## config.mk

```make
export PLATFORM = sky130hd
export DESIGN_NAME = blkmem_dma
export DESIGN_NICKNAME = d
export VERILOG_FILES = /design/src/rtl/blkmem_dma.sv
export SDC_FILE = /design/constraint.sdc
export NUM_CORES = 1
export LEC_CHECK = 0
export CELL_PAD_IN_SITES_DETAIL_PLACEMENT = 0
export CELL_PAD_IN_SITES_GLOBAL_PLACEMENT = 1
export CORE_ASPECT_RATIO = 1.2
export CORE_UTILIZATION = 41
export DETAILED_ROUTE_END_ITERATION = 12
export GPL_ROUTABILITY_DRIVEN = 1
export PLACE_DENSITY_LB_ADDON = 0.1
export SLEW_MARGIN = 20
export SYNTH_ARGS = -nofsm -noshare
export SYNTH_HDL_FRONTEND = slang
export SYNTH_SLANG_ARGS = --single-unit
```

## constraint.sdc

```tcl
create_clock -name i_clk -period 4.84 [get_ports i_clk]
set_clock_uncertainty 0.1 [all_clocks]
set_input_delay 0.484 -clock i_clk [delete_from_list [all_inputs] [get_ports i_clk]]
set_output_delay 0.484 -clock i_clk [all_outputs]
set_load 0.05 [all_outputs]
```

## src/rtl/blkmem_dma.sv

```systemverilog
// Block copy / block fill bus initiator for the single-cycle memory bus.
// One word per cycle for fill, two cycles per word for copy at zero wait.
module blkmem_dma #(
    parameter int DEPTH = 12
) (
    input  logic             i_clk,
    input  logic             i_reset,
    input  logic             i_start,
    input  logic             i_mode,
    input  logic [DEPTH-1:0] i_src,
    input  logic [DEPTH-1:0] i_dst,
    input  logic [DEPTH:0]   i_len,
    input  logic [15:0]      i_fill,
    output logic             o_busy,
    output logic             o_done,
    output logic             o_cyc,
    output logic             o_we,
    output logic [DEPTH-1:0] o_addr,
    output logic [15:0]      o_dat,
    input  logic [15:0]      i_dat,
    input  logic             i_ack
);

    typedef enum logic [1:0] {IDLE, READ, WRITE, DONE} state_t;

    state_t           state;
    logic             mode;
    logic [DEPTH-1:0] src;
    logic [DEPTH-1:0] dst;
    logic [DEPTH:0]   len;
    logic [DEPTH:0]   idx;
    logic [DEPTH:0]   idx_n;

    assign idx_n = idx + 1'b1;

    // o_dat doubles as the data buffer: it holds the read word in copy
    // mode and the latched fill value in fill mode.
    always_ff @(posedge i_clk or posedge i_reset) begin
        if (i_reset) begin
            state  <= IDLE;
            mode   <= 1'b0;
            src    <= '0;
            dst    <= '0;
            len    <= '0;
            idx    <= '0;
            o_busy <= 1'b0;
            o_done <= 1'b0;
            o_cyc  <= 1'b0;
            o_we   <= 1'b0;
            o_addr <= '0;
            o_dat  <= '0;
        end else begin
            unique case (state)
                IDLE: begin
                    if (i_start) begin
                        mode <= i_mode;
                        src  <= i_src;
                        dst  <= i_dst;
                        len  <= i_len;
                        idx  <= '0;
                        if (i_len == '0) begin
                            state  <= DONE;
                            o_done <= 1'b1;
                        end else if (!i_mode) begin
                            state  <= READ;
                            o_busy <= 1'b1;
                            o_cyc  <= 1'b1;
                            o_we   <= 1'b0;
                            o_addr <= i_src;
                        end else begin
                            state  <= WRITE;
                            o_busy <= 1'b1;
                            o_cyc  <= 1'b1;
                            o_we   <= 1'b1;
                            o_addr <= i_dst;
                            o_dat  <= i_fill;
                        end
                    end
                end
                READ: begin
                    if (i_ack) begin
                        state  <= WRITE;
                        o_we   <= 1'b1;
                        o_addr <= dst + idx[DEPTH-1:0];
                        o_dat  <= i_dat;
                    end
                end
                WRITE: begin
                    if (i_ack) begin
                        idx <= idx_n;
                        if (idx_n == len) begin
                            state  <= DONE;
                            o_busy <= 1'b0;
                            o_cyc  <= 1'b0;
                            o_we   <= 1'b0;
                            o_done <= 1'b1;
                        end else if (!mode) begin
                            state  <= READ;
                            o_we   <= 1'b0;
                            o_addr <= src + idx_n[DEPTH-1:0];
                        end else begin
                            o_addr <= dst + idx_n[DEPTH-1:0];
                        end
                    end
                end
                DONE: begin
                    state  <= IDLE;
                    o_done <= 1'b0;
                end
                default: state <= IDLE;
            endcase
        end
    end

endmodule

```

# ---- Yosys cells after proc, flatten, opt, wreduce, memory -nomap -nowiden
# Index checks and enable logic that the tools add are counted.
dict set report totals {
  reg_bits 84
  in_bits 74
  out_inout_bits 32
  elab_cells 84
}
dict set report op_classes {
  n_eq_ne 13
  n_addsub 4
  reduce_logical 14
  n_mux 42
}
# cell n
set ops {}
lappend ops {{12-bit two-way mux} 7}
lappend ops {{16-bit two-way mux} 4}
lappend ops {{12-bit adder} 3}
lappend ops {{12-bit case mux with 3 select lines} 1}
lappend ops {{16-bit case mux with 2 select lines} 1}
lappend ops {{13-bit two-way mux} 2}
lappend ops {{13-bit case mux with 2 select lines} 1}
lappend ops {{2-bit != test (second input constant)} 8}
lappend ops {{1-bit two-way mux} 15}
lappend ops {{5-bit AND reduction} 3}
lappend ops {{2-bit two-way mux} 7}
lappend ops {{13-bit by 1-bit adder with 13-bit output (second input constant)} 1}
lappend ops {{13-bit == test} 1}
lappend ops {{13-bit logical NOT} 1}
lappend ops {{6-bit AND reduction} 2}
lappend ops {{2-bit case mux with 4 select lines} 1}
lappend ops {{1-bit case mux with 3 select lines} 2}
lappend ops {{3-bit nonzero test} 2}
lappend ops {{2-bit == test (second input constant)} 2}
lappend ops {{4-bit AND reduction} 1}
lappend ops {{2-bit nonzero test} 2}
lappend ops {{3-bit != test (second input constant)} 1}
lappend ops {{3-bit AND reduction} 1}
lappend ops {{2-bit by 1-bit == test with 1-bit output (second input constant)} 1}
lappend ops {{other kinds (3)} 3}

# ---- Depth between registers and ports, before layout
# Gate-level depths: netlist of run 1.
dict set report logic_depth {
  ltp_word 6
  depth_mapped 13
  ltp_nobuf 12
}

# ---- Least setup slack after synthesis of run 1
# No wires, ideal clock.
dict set report synth_path {
  kind {register to register}
  start {reg mode}
  end {reg o_addr[10]}
  path_stages_with_launch 13
  setup_time_ns 0.128
  synth_period_minus_slack_ns 3.858
  setup_slack_ns 0.982
  required_time_ns 4.612
  n_path_buf 2
  t_arrival_ns 3.630
  cell_sequence {dfrtp_1 -> clkbuf_1 -> buf_1 -> mux2_2 -> ha_1 -> fa_1 -> a211oi_1 -> o21ai_0 -> a2111oi_0 -> nor4_1 -> or3b_2 -> nor3b_1 -> o31ai_1}
}
dict set report synth_between {
  elab_chain_cells 4
}
# item line
set synth_lines {}
lappend synth_lines {{start: declaration} 27} ;# logic mode;
lappend synth_lines {{start signal: assignment} 56} ;# mode <= i_mode;
lappend synth_lines {{12-bit two-way mux} 97} ;# end else if (!mode) begin
lappend synth_lines {{12-bit two-way mux} 91} ;# if (idx_n == len) begin
lappend synth_lines {{12-bit two-way mux} 89} ;# if (i_ack) begin
lappend synth_lines {{12-bit case mux with 3 select lines} 53} ;# unique case (state)
lappend synth_lines {{end signal: assignment} 84} ;# o_addr <= dst + idx[DEPTH-1:0];
lappend synth_lines {{end signal: assignment} 100} ;# o_addr <= src + idx_n[DEPTH-1:0];
lappend synth_lines {{end signal: assignment} 102} ;# o_addr <= dst + idx_n[DEPTH-1:0];
lappend synth_lines {{end: declaration} 18} ;# output logic [DEPTH-1:0] o_addr,
# Every way passes these cells. The select of a mux whose other input is x is not followed.
# A chain may end at the register's enable or synchronous reset.

# ---- Worst setup path after layout of run 1
dict set report layout_path {
  start {reg idx[0]}
  end {reg o_addr[10]}
}
dict set report layout_between {
  elab_chain_cells 6
  elab_cells_between_ends 12
  classes_between {4 x add/sub; 2 x eq/ne; 5 x mux; 1 x reduce/logical}
}
# item line
set layout_lines {}
lappend layout_lines {{start: declaration} 31} ;# logic [DEPTH:0] idx;
lappend layout_lines {{start signal: assignment} 90} ;# idx <= idx_n;
lappend layout_lines {{13-bit by 1-bit adder with 13-bit output} 34} ;# assign idx_n = idx + 1'b1;
lappend layout_lines {{12-bit adder, on equally long branches} {100, 102}}
lappend layout_lines {{12-bit two-way mux} 97}
lappend layout_lines {{12-bit two-way mux} 91}
lappend layout_lines {{12-bit two-way mux} 89}
lappend layout_lines {{12-bit case mux with 3 select lines} 53}
# Several ways; a longest one is shown, not always the timed one. The select of a mux whose other input is x is not followed.

==> run metrics, run 1 <==
# DRC 0; Setup TNS 0 ps; Max Cap Viol 0; core region area 13,410 µm²; vias in the first global route 4,851; Net Count, Synth 681; Final Hold Viols 0; Total GRT Usage 0.2267; synthesized area per cell 9.886 µm²; worst setup path category reg -> reg; Die X 109.8 µm; synthesis-stage register bit count 84; final setup vio count 0; first-pass GRT wire length 25.03 mm; number of synthesized flops with an enable pin 0; P_leak 2.936 nW; fraction of layout cells with a size suffix above 1 0.1269; Req. time, crit path 4950 ps; FP Rows 46; Hold WC Path Type reg -> reg; startpoint types flop; Initial Util 0.4261; port bufs 105; final-report max-slew violation count 0; Clock Path Buffers 2; top-count cell post-synth dfrtp_1; DRT iter0 DRCs 208; Area Overhead vs Synth 25.36%; Post-Synthesis Cell Area 5714 µm²; 1st-pass router iterations 4; worst vdd ir 0.3214 mV; setup bufs post-CTS 0; Post-synth top cells dfrtp_1 (84), mux2_2 (51), nor2_1 (44), o21ai_0 (41), a21oi_1 (34); cell taking the most area after synthesis dfrtp_1; outcome completed; GP Congestion 0.9005; Root Buffer clkbuf_16; Seq/Total Area, Yosys 0.3679; height of the die 131.3 µm; CP endpoint kind flop; cts hold-fix bufs 0; top cells by area, synth dfrtp_1 (37%), mux2_2 (10%), ha_1 (5.9%); Tcrit/Tclk final 0.7896; Reg clk slew, reported paths 60 ps; crit path max fanout 8; critical path arrival 3930 ps; Slew headroom 0.5045; antenna fix cells 0; synth warn 0; DP HPWL 11.91 mm; Routed WL 15.54 mm; initial antenna violation count 0; Filler Cell Count 1,238; f_max 261.7 MHz; post-cts resize count 0; CTS tree done; # IOs 106; Worst-Skew Late Latency 340 ps; CTS Buf Count 9; Cells after Synth 578; Tmin final 3822 ps; Inst Count DP 824; synth unique cells 67; Final ANT Viol Nets 0; Overflow after GRT 0; via count 4,776; slew of the pin with the lowest slew margin 743.3 ps; Pwr Density 662.3 nW/µm²; vias per std cell 5.699; FFs w/ async S/R, synth 1.000; WL/cell 18.55 µm; RSZ-0062 raised after global routing false; die area 14,420 µm²; largest net degree at the start of global routing 59; fin cells 838; # nets final 770; H-tree level count 3; TritonCTS Sinks 84; Yosys top cell area share 0.3679; Post-synth top flop dfrtp_1
==> layer usage <==
metal,vias to the layer above,routed length [µm],share of wire,track usage
li1,2320,-,-,-
met1,2287,6897,0.44,0.2915
met2,142,7601,0.49,0.3795
met3,27,623,0.040,0.03472
met4,0,420,0.027,0.08222
met5,-,0,0,0
==> cell type report <==
cell class / count / area [µm²] / area share
Sequential cell: 84 / 2102 / 0.2935
Multi-Input combinational cell: 439 / 3390 / 0.4732
Timing Repair Buffer: 113 / 1111 / 0.1551
Clock inverter: 3 / 40.04 / 0.005590
Clock buffer: 11 / 232.7 / 0.03249
Tap cell: 168 / 210.2 / 0.02935
Inverter: 20 / 77.57 / 0.01083
==> per-stage QoR <==
stage               hold WS [ps]  instance area [µm²]  power [W]    util  worst slack, ps
finish                     390.3                 7163   0.004744  0.5341             1018
global route               412.0                 7163   0.005097  0.5341            683.2
CTS                        394.1                 7159   0.004778  0.5339             1011
detailed placement         381.4                 6887   0.004094  0.5135             1055
global placement           372.4                 6887   0.004040  0.5135             1072
floorplan                  375.4                 5714   0.003283       -            982.2
==> critical path: stages, from the launching register on <==
cell       delay (ps)
dfrtp_1           520
ha_1              370
xor2_1            240
ha_1              320
a211oi_1          330
o21ai_0           230
a2111oi_0         660
nor4_1            120
or3b_2            490
nor3b_1           230
o31ai_1           100
==> report_power, final <==
group / internal, W / switching (W) / total [W]
Sequential: 0.00102 / 0.000240 / 0.00126
Clock: 0.000393 / 0.000267 / 0.000660
Combinational: 0.00120 / 0.00163 / 0.00283
==> kinds of logic (layout without fill, tap and decap cells) <==
| family | after synthesis | count (layout) | share of synthesized area |
|---|---|---|---|
| DFF | 84 | 84 | 0.3679 |
| xor gates and xnor gates | 33 | 33 | 0.05671 |
| buffers and inverters | 55 | 147 | 0.04051 |
| adders and majority gates | 29 | 29 | 0.06613 |
| AOI/OAI and AO/OA | 157 | 157 | 0.1863 |
| muxes | 82 | 82 | 0.1563 |
| and+or+nand+nor | 138 | 138 | 0.1261 |
==> sequential cells by signal, indices dropped and copies added (netlist names) <==
register,flops
src,12
o_we,1
o_done,1
mode,1
o_cyc,1
o_dat,16
len,13
idx,13
o_addr,12
state,2
dst,12
==> final timing paths <==
| check | slack [ps] | depth (start not counted) | startpoint | end |
|---|---|---|---|---|
| min in group asynchronous | 530 | 2 | i_reset | len[2] |
| hold / removal | 390 | 1 | o_addr[4] | o_addr[4] |
| setup reg to reg | 1020 | 10 | idx[0] | o_addr[10] |
| max in group asynchronous | 3240 | 3 | i_reset | o_dat[15] |
| setup / recovery | 1020 | 10 | idx[0] | o_addr[10] |
| hold reg to reg | 390 | 1 | o_addr[4] | o_addr[4] |
==> cells in the final DEF, fill, tap and decap left out, types with 5 or more instances in the layout <==
cell type / Yosys / final
nand3_1: 6 / 6
xnor2_1: 23 / 23
nand2_1: 26 / 25
ha_1: 27 / 27
a221oi_1: 7 / 7
nor2_1: 44 / 44
clkbuf_16: 0 / 9
a21o_1: 7 / 7
nor3_1: 6 / 6
clkdlybuf4s50_1: 0 / 105
and3_1: 5 / 5
or3_1: 6 / 6
inv_1: 20 / 19
a211oi_1: 16 / 16
nand4_1: 8 / 8
mux2i_1: 24 / 24
mux2_1: 7 / 7
xor2_1: 7 / 7
mux2_2: 51 / 51
o21ai_0: 41 / 41
buf_4: 2 / 8
nor2b_1: 11 / 11
o31ai_1: 10 / 10
dfrtp_1: 84 / 84
a21oi_1: 34 / 34
(Power assumes the default switching activity.)
==> inputs of run 2 (changes only) <==
Clock period 4.84 ns to 3.6 ns, I/O delays scaled along.
==> run 2 against run 1 <==
Sequential power up 33%. Power up 39%. Final cell count up 2.1%. First-iteration DRC count down 11%. Maximum frequency up 13%. Critical endpoint unchanged.
==> run metrics, run 2 (synthesized netlist as in run 1, its figures left out) <==
outcome completed; CTS tree done; slew of the pin with the lowest slew margin 608.2 ps; final-report max-slew violation count 0; RSZ-0062 raised after global routing false; Final Cell Area 7356 µm²; Overflow after GRT 0; via count 4,865; Filler Cell Count 1,216; Hold WC Path Type in -> async; Reg clk slew, reported paths 60 ps; fraction of layout cells with a size suffix above 1 0.1555; f_max 296.5 MHz; FF-to-FF setup slack 230 ps; Routed WL 15.40 mm; initial antenna violation count 0; DRT iter0 DRCs 186; Setup TNS 0 ps; highest routed layer met4; met3 routed WL 724 µm; met2 wire length 7.443 mm; area of the multi-input gates 3406 µm²; CP endpoint kind flop; # DRC 0; worst setup path category reg -> reg; 1st-pass router iterations 4; Req. time, crit path 3710 ps; height of the die 131.3 µm; die area 14,420 µm²; Final Hold Viols 0; FP Rows 46; Tcrit/Tclk final 0.9369; Root Buffer clkbuf_16; critical path arrival 3490 ps; GP Congestion 0.8628; Max Cap Viol 0; Total GRT Usage 0.2270; WL/cell 17.99 µm; biggest regs o_dat: 16 flops, idx: 13 flops, len: 13 flops; Worst-Skew Late Latency 350 ps; largest reg by FF count o_dat; port bufs 105; Die X 109.8 µm; # IOs 106; most frequent cells in the layout clkdlybuf4s50_1 (105), dfrtp_1 (84), mux2_2 (51), nor2_1 (43), o21ai_0 (40); final setup vio count 0; Tmin final 3373 ps; M1 WL 6.838 mm; vias in the first global route 4,969; fin cells 856; antenna fix cells 0; TritonCTS Sinks 84; worst vdd ir 0.4871 mV; Initial Util 0.4261; total power 0.006574 W; area post-placement 7013 µm²; Pwr Density 893.8 nW/µm²; crit path max fanout 4; vias per std cell 5.683; core region area 13,410 µm²; Inst Count DP 839; Largest register FFs 16; Area Overhead vs Synth 28.73%; Slew headroom 0.5934; most common cell after layout, fill and taps aside clkdlybuf4s50_1; # nets final 786; Final ANT Viol Nets 0; Sequential Area 2102 µm²; P_leak 3.051 nW; DP HPWL 11.67 mm; first-pass GRT wire length 25.32 mm; H-tree level count 3; largest net degree at the start of global routing 85; Clock Path Buffers 2; CTS Buf Count 9; startpoint types flop; Fin Hold WS 281.5 ps
-- run 2: changes by cell type in the layout (fill, tap and decap cells not counted), sizes merged --
cell    delta
bufinv     +1
inv        -1
clkinv     +2
buf       +16
-- run 2: area by class of cell --
cell class | instances | share of cell area
timing repair buffer | 129 | 0.1691
tap | 168 | 0.02858
clock inverter | 5 | 0.01021
multi-input combinational | 439 | 0.4630
inverter | 20 | 0.01038
clock buffer | 11 | 0.03300
sequential | 84 | 0.2858
-- run 2: repair_timing --
item / in CTS / in global routing
pin swaps: 1 / 2
hold buffers: 0 / 0
endpoints found under the setup margin: 1 / 1
setup buffers: 0 / 1
gates resized for setup: 2 / 3
gates cloned: 0 / 0
-- run 2: routing by layer --
metal	vias up	global-route usage
met5	-	0
met2	136	0.3770
met4	0	0.09926
met1	2351	0.2870
li1	2354	-
met3	24	0.03522
-- run 2: worst max-delay path: stages, from the launching register on --
cell       delay [ps]
dfrtp_1           400
mux2_2            350
ha_1              220
fa_1              410
a211oi_2          270
o21ai_1           150
a2111oi_2         330
buf_4             170
nor4_1             40
or3b_2            480
nor3b_2           210
o31ai_1           110
-- run 2: through the flow --
stage | worst slack (ps) | utilization
finish | 227.3 | 0.5485
global route | 48.07 | 0.5485
CTS | 43.85 | 0.5470
detailed placement | 24.60 | 0.5230
global placement | 94.53 | 0.5230
floorplan | 41.36 | -
-- run 2: path summary, 6_finish.rpt --
check / endpoint / start / cells after the start
setup / recovery: o_addr[10] / mode / 11
hold / removal: len[2] / i_reset / 3
setup reg to reg: o_addr[10] / mode / 11
hold reg to reg: o_addr[6] / o_addr[6] / 1
max in group asynchronous: len[4] / i_reset / 3
min in group i_clk: o_addr[6] / o_addr[6] / 1
-- run 2: power by group --
part / total (W) / leakage, nW / switching [W] / internal, W
clock: 0.00101 / 0.159 / 0.000390 / 0.000624
combinational: 0.00389 / 1.88 / 0.00222 / 0.00167
sequential: 0.00167 / 1.01 / 0.000303 / 0.00137
total: 0.00657 / 3.05 / 0.00291 / 0.00367
